`src/rtl/cpu_step_ctrl.sv`:
```
// rtl/cpu_step_ctrl.sv - CPU execution sequencer: run / single-step / input-stall clock enable
//
// Produces a one-cycle cpu_en tick that advances the CPU core, replacing a
// fixed divided clock. Modes: HALT, RUN (one tick every 2^DIV_W cycles),
// STEP (one tick per debounced step press) and WAIT_IN (stalled on an IN
// instruction until the operator confirms with the ready button).
//
// Ports:
//   clk        system clock, the only clock used
//   n_reset    asynchronous active-low reset
//   run_sw     raw run switch, 1 = RUN, 0 = HALT
//   step_btn   raw single-step button, active-high
//   ready_btn  raw input-confirm button, active-high
//   in_req     CPU is executing IN and needs data
//   cpu_en     single-cycle advance tick to the CPU
//   ready_out  input data confirmed, to the CPU's ready_in
//   mode       HALT=0, RUN=1, STEP=2, WAIT_IN=3
//   in_wait    high in WAIT_IN (LED)

module cpu_step_ctrl #(
   parameter int DIV_W = 25,
   parameter int DB_W  = 16
) (
   input  logic       clk,
   input  logic       n_reset,
   input  logic       run_sw,
   input  logic       step_btn,
   input  logic       ready_btn,
   input  logic       in_req,
   output logic       cpu_en,
   output logic       ready_out,
   output logic [1:0] mode,
   output logic       in_wait
);

   localparam logic [1:0] ST_HALT    = 2'd0;
   localparam logic [1:0] ST_RUN     = 2'd1;
   localparam logic [1:0] ST_STEP    = 2'd2;
   localparam logic [1:0] ST_WAIT_IN = 2'd3;

   localparam logic [DB_W-1:0]  DB_MAX  = '1;
   localparam logic [DIV_W-1:0] DIV_MAX = '1;

   // Bit 0 = run switch, bit 1 = step button, bit 2 = ready button.
   logic [2:0] raw_in;
   logic [2:0] db_lvl;

   assign raw_in = {ready_btn, step_btn, run_sw};

   // Per-input 2-flop synchronizer followed by a debouncer. The counter only
   // runs while the synced value disagrees with the debounced one, so any
   // bounce back to the old level restarts the stability window.
   for (genvar i = 0; i < 3; i++) begin : g_cond
      logic            s1;
      logic            s2;
      logic            lvl;
      logic [DB_W-1:0] cnt;

      always_ff @(posedge clk or negedge n_reset) begin
         if (!n_reset) begin
            s1  <= 1'b0;
            s2  <= 1'b0;
            lvl <= 1'b0;
            cnt <= '0;
         end else begin
            s1 <= raw_in[i];
            s2 <= s1;
            if (s2 == lvl) begin
               cnt <= '0;
            end else if (cnt == DB_MAX) begin
               lvl <= s2;
               cnt <= '0;
            end else begin
               cnt <= cnt + 1'b1;
            end
         end
      end

      assign db_lvl[i] = lvl;
   end

   logic run_db;
   logic step_db_d;
   logic ready_db_d;
   logic step_pulse;
   logic ready_pulse;

   assign run_db = db_lvl[0];

   // Registered rising-edge pulses for the two buttons.
   always_ff @(posedge clk or negedge n_reset) begin
      if (!n_reset) begin
         step_db_d   <= 1'b0;
         ready_db_d  <= 1'b0;
         step_pulse  <= 1'b0;
         ready_pulse <= 1'b0;
      end else begin
         step_db_d   <= db_lvl[1];
         ready_db_d  <= db_lvl[2];
         step_pulse  <= db_lvl[1] & ~step_db_d;
         ready_pulse <= db_lvl[2] & ~ready_db_d;
      end
   end

   logic [1:0]       state;
   logic [1:0]       state_nx;
   logic [DIV_W-1:0] presc;
   logic             stall_req;

   // Once ready_out is set the CPU still holds in_req until it consumes the
   // data; masking with ready_out stops an immediate re-entry to WAIT_IN.
   assign stall_req = in_req & ~ready_out;

   always_comb begin
      state_nx = state;
      case (state)
         ST_HALT: begin
            if (stall_req)       state_nx = ST_WAIT_IN;
            else if (run_db)     state_nx = ST_RUN;
            else if (step_pulse) state_nx = ST_STEP;
         end
         ST_RUN: begin
            if (stall_req)       state_nx = ST_WAIT_IN;
            else if (!run_db)    state_nx = ST_HALT;
         end
         ST_STEP: begin
            state_nx = ST_HALT;
         end
         ST_WAIT_IN: begin
            if (ready_pulse)     state_nx = run_db ? ST_RUN : ST_HALT;
         end
         default: begin
            state_nx = ST_HALT;
         end
      endcase
   end

   // Outputs decode registered state only, so no input reaches them
   // combinationally and reset clears them without a clock edge.
   assign cpu_en  = (state == ST_STEP) | ((state == ST_RUN) & (presc == DIV_MAX));
   assign mode    = state;
   assign in_wait = (state == ST_WAIT_IN);

   always_ff @(posedge clk or negedge n_reset) begin
      if (!n_reset) begin
         state     <= ST_HALT;
         presc     <= '0;
         ready_out <= 1'b0;
      end else begin
         state <= state_nx;

         // Restart the prescaler on entry so the first tick lands a full
         // period after entering RUN; it simply wraps while staying in RUN.
         if ((state_nx == ST_RUN) && (state != ST_RUN)) begin
            presc <= '0;
         end else if (state == ST_RUN) begin
            presc <= presc + 1'b1;
         end

         // Held until the CPU has taken one tick with it asserted.
         if ((state == ST_WAIT_IN) && ready_pulse) begin
            ready_out <= 1'b1;
         end else if (cpu_en) begin
            ready_out <= 1'b0;
         end
      end
   end

endmodule

```
`config.mk`:
```
export PLATFORM = sky130hd
export DESIGN_NAME = cpu_step_ctrl
export DESIGN_NICKNAME = d
export VERILOG_FILES = /design/src/rtl/cpu_step_ctrl.sv
export SDC_FILE = /design/constraint.sdc
export NUM_CORES = 1
export LEC_CHECK = 0
export BUFFER_PORTS_ARGS = -buffer_cell sky130_fd_sc_hd__buf_2
export CORE_MARGIN = 2
export CORE_UTILIZATION = 45
export DETAILED_ROUTE_END_ITERATION = 8
export SYNTH_ARGS = -nofsm -noshare
export SYNTH_HDL_FRONTEND = slang
export SYNTH_SLANG_ARGS = --single-unit
```
`constraint.sdc`:
```
create_clock -name clk -period 1.5 [get_ports clk]
set_input_delay 0.375 -clock clk [delete_from_list [all_inputs] [get_ports clk]]
set_output_delay 0.375 -clock clk [all_outputs]
set_load 0.05 [all_outputs]
```
==> Yosys cells after proc, flatten, opt, wreduce, memory -nomap -nowiden <==
Index checks and enable logic that the tools add are counted.
{ "totals": {"regBits": 89, "input_bits": 6, "output_inout_bits": 5} }
{ "classes": {"n_addsub": 4, "eq_ne": 12, "muxes": 18, "bitwise_logic": 11, "reduce_logical": 8} }
{ "ops": {"columns": ["operator", "count"], "rows": [
  ["two-way mux 16 bit", 6],
  ["two-way mux 25 bit", 2],
  ["adder 16 x 1 -> 16 bit, second input constant", 3],
  ["equality test 16 bit, second input constant", 3],
  ["adder 25 x 1 -> 25 bit, second input constant", 1],
  ["equality test 25 bit, second input constant", 1],
  ["two-way mux 2 bit", 6],
  ["one-hot mux 2 bit (4 select lines)", 1],
  ["inverter 1 bit", 6],
  ["AND reduction 2 bit", 3],
  ["AND 1 bit", 4],
  ["equality test 2 x 1 -> 1 bit, second input constant", 2],
  ["equality test 2 bit, second input constant", 2],
  ["nonzero test 2 bit", 2],
  ["equality test 1 bit", 3],
  ["two-way mux 1 bit", 3],
  ["logical AND 1 bit", 2],
  ["logical NOT 2 bit", 1],
  ["inequality test 2 x 1 -> 1 bit, second input constant", 1],
  ["OR 1 bit", 1]
]} }

==> Logic depth before layout (Yosys ltp) <==
{ "depth": {"word_depth": 7, "mapped_depth": 6, "depth_no_buf": 5} }

==> Worst setup path before layout <==
OpenSTA, ideal clock, no wires.
{ "synth_path": {"path_kind": "flip-flop to output port", "start": "register state[0] (netlist: mode[0])", "end": "output cpu_en", "arrival_ns": 1.691, "path_slack_ns": -0.566, "stages_incl_launch_ff": 5, "path_buffers": 1, "cell_sequence": "dfrtp_1 clkbuf_1 nand2b_1 nor2_1 a41o_1"} }
{ "synth_via": {"elab_chain_cells": 3, "elab_cells_between_ends": 4, "classes_between": "2 x eq/ne; 2 x bitwise"} }
{ "synth_lines": {"columns": ["element", "line_no", "source"], "rows": [
  ["from (decl)", "105", "logic [1:0] state;"],
  ["from (signal assigned)", "150", "state <= state_nx;"],
  ["equality test 2 x 1 -> 1 bit", "140", "assign cpu_en = (state == ST_STEP) | ((state == ST_RUN) & (presc == DIV_MAX));"],
  ["AND 1 bit", "140", null],
  ["OR 1 bit (*)", "140", null],
  ["to (decl)", "30", "output logic cpu_en,"]
]} }
Every way passes the cells marked *; elsewhere a longest branch is shown, timed or not.

==> Worst setup path in the final report <==
{ "layout_path": {"start": "register presc[4]", "end": "output cpu_en"} }
{ "layout_via": {"elab_chain_cells": 3} }
{ "layout_lines": {"columns": ["element", "line_no", "source"], "rows": [
  ["from (decl)", "107", "logic [DIV_W-1:0] presc;"],
  ["from (signal assigned)", "157", "presc <= presc + 1'b1;"],
  ["equality test 25 bit", "140", null],
  ["AND 1 bit", "140", null],
  ["OR 1 bit", "140", null]
]} }
No other way between the ends.

==> results <==
- The worst slew slack as a fraction of its limit is 68.2%.
- The number of antenna diodes in the final layout is 0.
- The run finished, with violations left.
- The synthesis warning total is 0.
- Clock tree synthesis found a total of 89 sinks.
- The worst hold path begins at ready_btn.
- Counting the buffers created by CTS gives 9.
- The minimum setup slack in the final design is -0.536 ns.
- The final-report hold violation count came to 0.
- After synthesis the netlist holds a flip-flop and latch count of 89.
- The most frequently used flop master after synthesis is sky130_fd_sc_hd__dfrtp_1.
- The core region area is 9200 um^2.
- The root cell of the clock tree is sky130_fd_sc_hd__clkbuf_8.
- The maximum fanout encountered on the critical timing path is 2.
- Dividing total power by cell area gives a power density of 1020 nW/um^2.
- The number of antenna violations at the first check in global routing came to 0.
- The endpoint class of the critical path is an output pin.
- Pin placement for this block handled 11 I/O pins.
- Counting every net in the synthesized netlist gives 427.
- Across the run, the number of max-cap violations was 0.
- The die is 101 um wide.
- Broken down by cell family, the worst path's largest delay share belongs to simple AND/OR/NAND/NOR gates.
- The count of nets left with antenna violations after detail routing is 0.
- The count of final max-slew check failures is 0.
- The total via count in the routed design is 3,510.
- Together, buffers and inverters on the worst path number 1.
- The post-route netlist has 40.4% of its cells at a drive strength greater than 1.
- Yosys mapped the design onto 45 distinct sky130hd cell types.
- The detailed placement HPWL is 5.98 mm.
- The peak clock frequency supported by timing is 0.491 GHz.
- The worst setup slack for register-to-register paths is -0.30 ns.
- In the routed design, unresolved DRC markers number 0.
- The number of enable flip-flop cells after synthesis is 0.
- The clock tree buffer depth is 2.
- The worst path in the final design needs a cycle of approximately 2.0 ns, including I/O delays and setup.
- The critical path goes through nand4_4 -> nor4_4 -> a41o_4 -> buf_8.
- The final setup violation count is 45.
- The area growth from synthesis to layout is 43.5%.
- The routability congestion estimate from global placement is 0.784.
- The wire length of the first global-routing pass is about 15 mm.
- The final clock skew is 0.0110 ns.
- The portion of the clock cycle consumed by the worst path in the final layout is 136%.
- Data on the critical path is required at its endpoint by around 1.1 ns.
- The min-delay analysis places its worst path in the category primary input to register.
- Before antenna repair, the detailed router went through 4 iterations.
- The number of violations reported at the end of detailed-routing iteration 0 is between 150 and 200.
- The clock tree from TritonCTS is done.
- Measured on the finished design, the core utilization comes to 66.0%.
- The worst setup path is of the register to output pin kind.
- Wires add up to 9.66 mm.
- The post-placement worst setup slack is -0.292 ns.
- After clock tree synthesis, the clock-pin slew on the worst setup and hold paths is 0.08 ns.
- The startpoint type of the worst setup path is a register.
- The synthesized netlist cell count is 417.
- The transition time at the pin with the least slew margin is 0.474 ns.
- The worst vdd rail ir drop is 0.592 mV.
- In this run the number of H-tree levels came out at 3.
- In this run the worst setup path begins at presc[4]$_DFFE_PN0P_.
- For this run the aggregate overflow at the end of global routing stands at 0.
- The maximum number of pins on one net before global-route repair is 40.
- The die covers 10,200 um^2.
- The combined area of all synthesized cells is 4230 um^2.
- Global routing used 18.3% of the available tracks across all layers.
- The quantity of I/O buffers inserted on ports is 10.
- The die outline height is 101 um.
- The detail-routed net length per standard cell is 14.6 um.
- The later pin in the worst-skew pair is clocked with a latency of 0.35 ns.
- The mean post-synth cell area is a little over 10 um^2.
- The total leakage power is 2.68 nW.
- The site row count is 35.
- After synthesis, the share of flip-flops with an asynchronous set or reset is 100%.
- At the worst endpoint, the arrival time is 1.66 ns.
- The slowest stage of the critical path is the sky130_fd_sc_hd__dfrtp_1 cell.
- The final layout contains 557 nets.
- The checks that failed: negative setup slack.
- The start of the worst register-to-register path is presc[8]$_DFFE_PN0P_.
- Setup repair after global routing could not meet its margin everywhere.
- The initial standard-cell utilization of the core is between 40% and 50%.
- Dividing the detail-routed via count by the number of cells gives 5.29.
- The largest single stage delay on the critical path is 0.40 ns.
- The via count of the first global-routing pass is 3,238.
- Summing the sequential cell areas from Yosys gives 52.6% of the chip area.
[metrics by stage]
step                      hold slack [ns]  power (mW)  setup TNS (ns)  instance area, um^2  std cells
after global placement              0.291        4.02           -2.81                 5090        610
after detailed placement            0.296        4.05           -3.73                 5090        610
after floorplan                    0.0794        3.46          -0.924                 4320        417
after global routing                0.110        6.49           -7.42                 6070        663
after CTS                           0.119        6.11           -2.99                 5560        637
final                               0.134        6.18           -2.98                 6070        663
[placed cells by master, fill, tap and decap left out, types with 5 or more instances in the layout]
master,instances
sky130_fd_sc_hd__xnor2_1,29
sky130_fd_sc_hd__nor2_2,18
sky130_fd_sc_hd__xor2_1,19
sky130_fd_sc_hd__nand3_1,20
sky130_fd_sc_hd__buf_6,14
sky130_fd_sc_hd__a31o_4,6
sky130_fd_sc_hd__buf_4,103
sky130_fd_sc_hd__nor4_4,6
sky130_fd_sc_hd__dfrtp_1,85
sky130_fd_sc_hd__inv_1,12
sky130_fd_sc_hd__o21ai_0,8
sky130_fd_sc_hd__clkbuf_8,9
sky130_fd_sc_hd__nand2_1,19
sky130_fd_sc_hd__nand4_1,23
sky130_fd_sc_hd__nor2_1,42
sky130_fd_sc_hd__nor4_2,5
sky130_fd_sc_hd__and4_1,8
sky130_fd_sc_hd__nand3_2,12
sky130_fd_sc_hd__o21ai_1,11
sky130_fd_sc_hd__mux2i_1,10
[per-layer routing]
layer	wire, um	global-route usage [%]	part of all wire (%)	vias to the layer above
met3	211	3.68	2.2	14
met2	4670	29.7	48	42
li1	-	-	-	1753
met5	0	0	0	-
met4	146	4.47	1.5	0
met1	4630	25.4	48	1701
[cell families after synthesis]
logic type      Yosys count  synth area share [%]
compound gates           42                  6.33
xor+xnor                 49                  10.1
fa+ha+maj                 4                  1.18
buf+inv                  26                  2.45
flops                    89                  52.6
mux                      13                  3.16
simple gates            194                  24.1
[layout make-up]
type | count | area, um^2
multi-input cells | 305 | 2370
clock inverters | 4 | 76.3
clock buffers | 12 | 135
flip-flops and latches | 89 | 2230
repair buffers | 128 | 1070
well taps | 111 | 139
fillers | 717 | 3130
inverters | 14 | 55.1
[Yosys cell counts, types with 2 or more instances]
cell | number | area share [%]
sky130_fd_sc_hd__a31o_2 | 4 | 0.83
sky130_fd_sc_hd__nor4_1 | 14 | 2.1
sky130_fd_sc_hd__nand3_2 | 2 | 0.47
sky130_fd_sc_hd__nand4_1 | 23 | 3.4
sky130_fd_sc_hd__xnor2_1 | 30 | 6.2
sky130_fd_sc_hd__and4b_1 | 2 | 0.47
sky130_fd_sc_hd__nor2_1 | 64 | 5.7
sky130_fd_sc_hd__nand2_1 | 21 | 1.9
sky130_fd_sc_hd__mux2_2 | 2 | 0.53
sky130_fd_sc_hd__ha_1 | 4 | 1.2
sky130_fd_sc_hd__and4_1 | 8 | 1.7
sky130_fd_sc_hd__o211ai_1 | 4 | 0.71
sky130_fd_sc_hd__dfrtp_1 | 89 | 53
sky130_fd_sc_hd__and3_1 | 4 | 0.59
sky130_fd_sc_hd__buf_2 | 5 | 0.59
sky130_fd_sc_hd__nor3_1 | 8 | 0.95
sky130_fd_sc_hd__o21ai_0 | 20 | 2.4
sky130_fd_sc_hd__nand3_1 | 31 | 3.7
sky130_fd_sc_hd__and2_1 | 2 | 0.30
sky130_fd_sc_hd__mux2i_1 | 10 | 2.4
sky130_fd_sc_hd__or3_1 | 2 | 0.30
sky130_fd_sc_hd__clkbuf_1 | 7 | 0.62
sky130_fd_sc_hd__a21oi_1 | 4 | 0.47
sky130_fd_sc_hd__xor2_1 | 19 | 3.9
sky130_fd_sc_hd__nor2b_1 | 4 | 0.59
sky130_fd_sc_hd__inv_1 | 13 | 1.2
sky130_fd_sc_hd__or4_1 | 3 | 0.53
[power breakdown]
group	internal [mW]	switching (mW)
registers	2.54	0.113
logic	0.859	0.897
clock network	0.948	0.830
[registers in the layout, indices dropped and copies added (netlist names)]
name / cells
g_cond.cnt: 48
presc: 25
g_cond.lvl: 3
g_cond.s1: 3
g_cond.s2: 3
mode: 2
ready_db_d: 1
ready_out: 1
ready_pulse: 1
step_db_d: 1
step_pulse: 1
[worst reg2reg max path: stages (launching register included)]
cell	delay, ns
sky130_fd_sc_hd__dfrtp_1	0.37
sky130_fd_sc_hd__nand4_1	0.21
sky130_fd_sc_hd__buf_4	0.21
sky130_fd_sc_hd__buf_6	0.11
sky130_fd_sc_hd__buf_6	0.11
sky130_fd_sc_hd__or4_4	0.48
sky130_fd_sc_hd__o211ai_1	0.11
sky130_fd_sc_hd__o21ai_1	0.10
[path summary, 6_finish.rpt]
kind / to / cells past startpoint
worst max-delay path: cpu_en / 4
worst min-delay path: g_cond[2].s1$_DFF_PN0_ / 1
worst max register to register: presc[13]$_DFFE_PN0P_ / 7
worst min register to register: g_cond[1].s2$_DFF_PN0_ / 0
max in group asynchronous: presc[2]$_DFFE_PN0P_ / 3
min in group asynchronous: g_cond[0].cnt[2]$_DFF_PN0_ / 2
[timing repair]
action | CTS | global route
resized for setup | 42 | 72
cloned | 1 | 3
hold buffers | 1 | 0
pin swaps | 20 | 49
hold endpoints to repair | 19 | 0
setup buffers | 11 | 24
setup endpoints to repair | 51 | 70
Power figures use the tool's default switching activity.
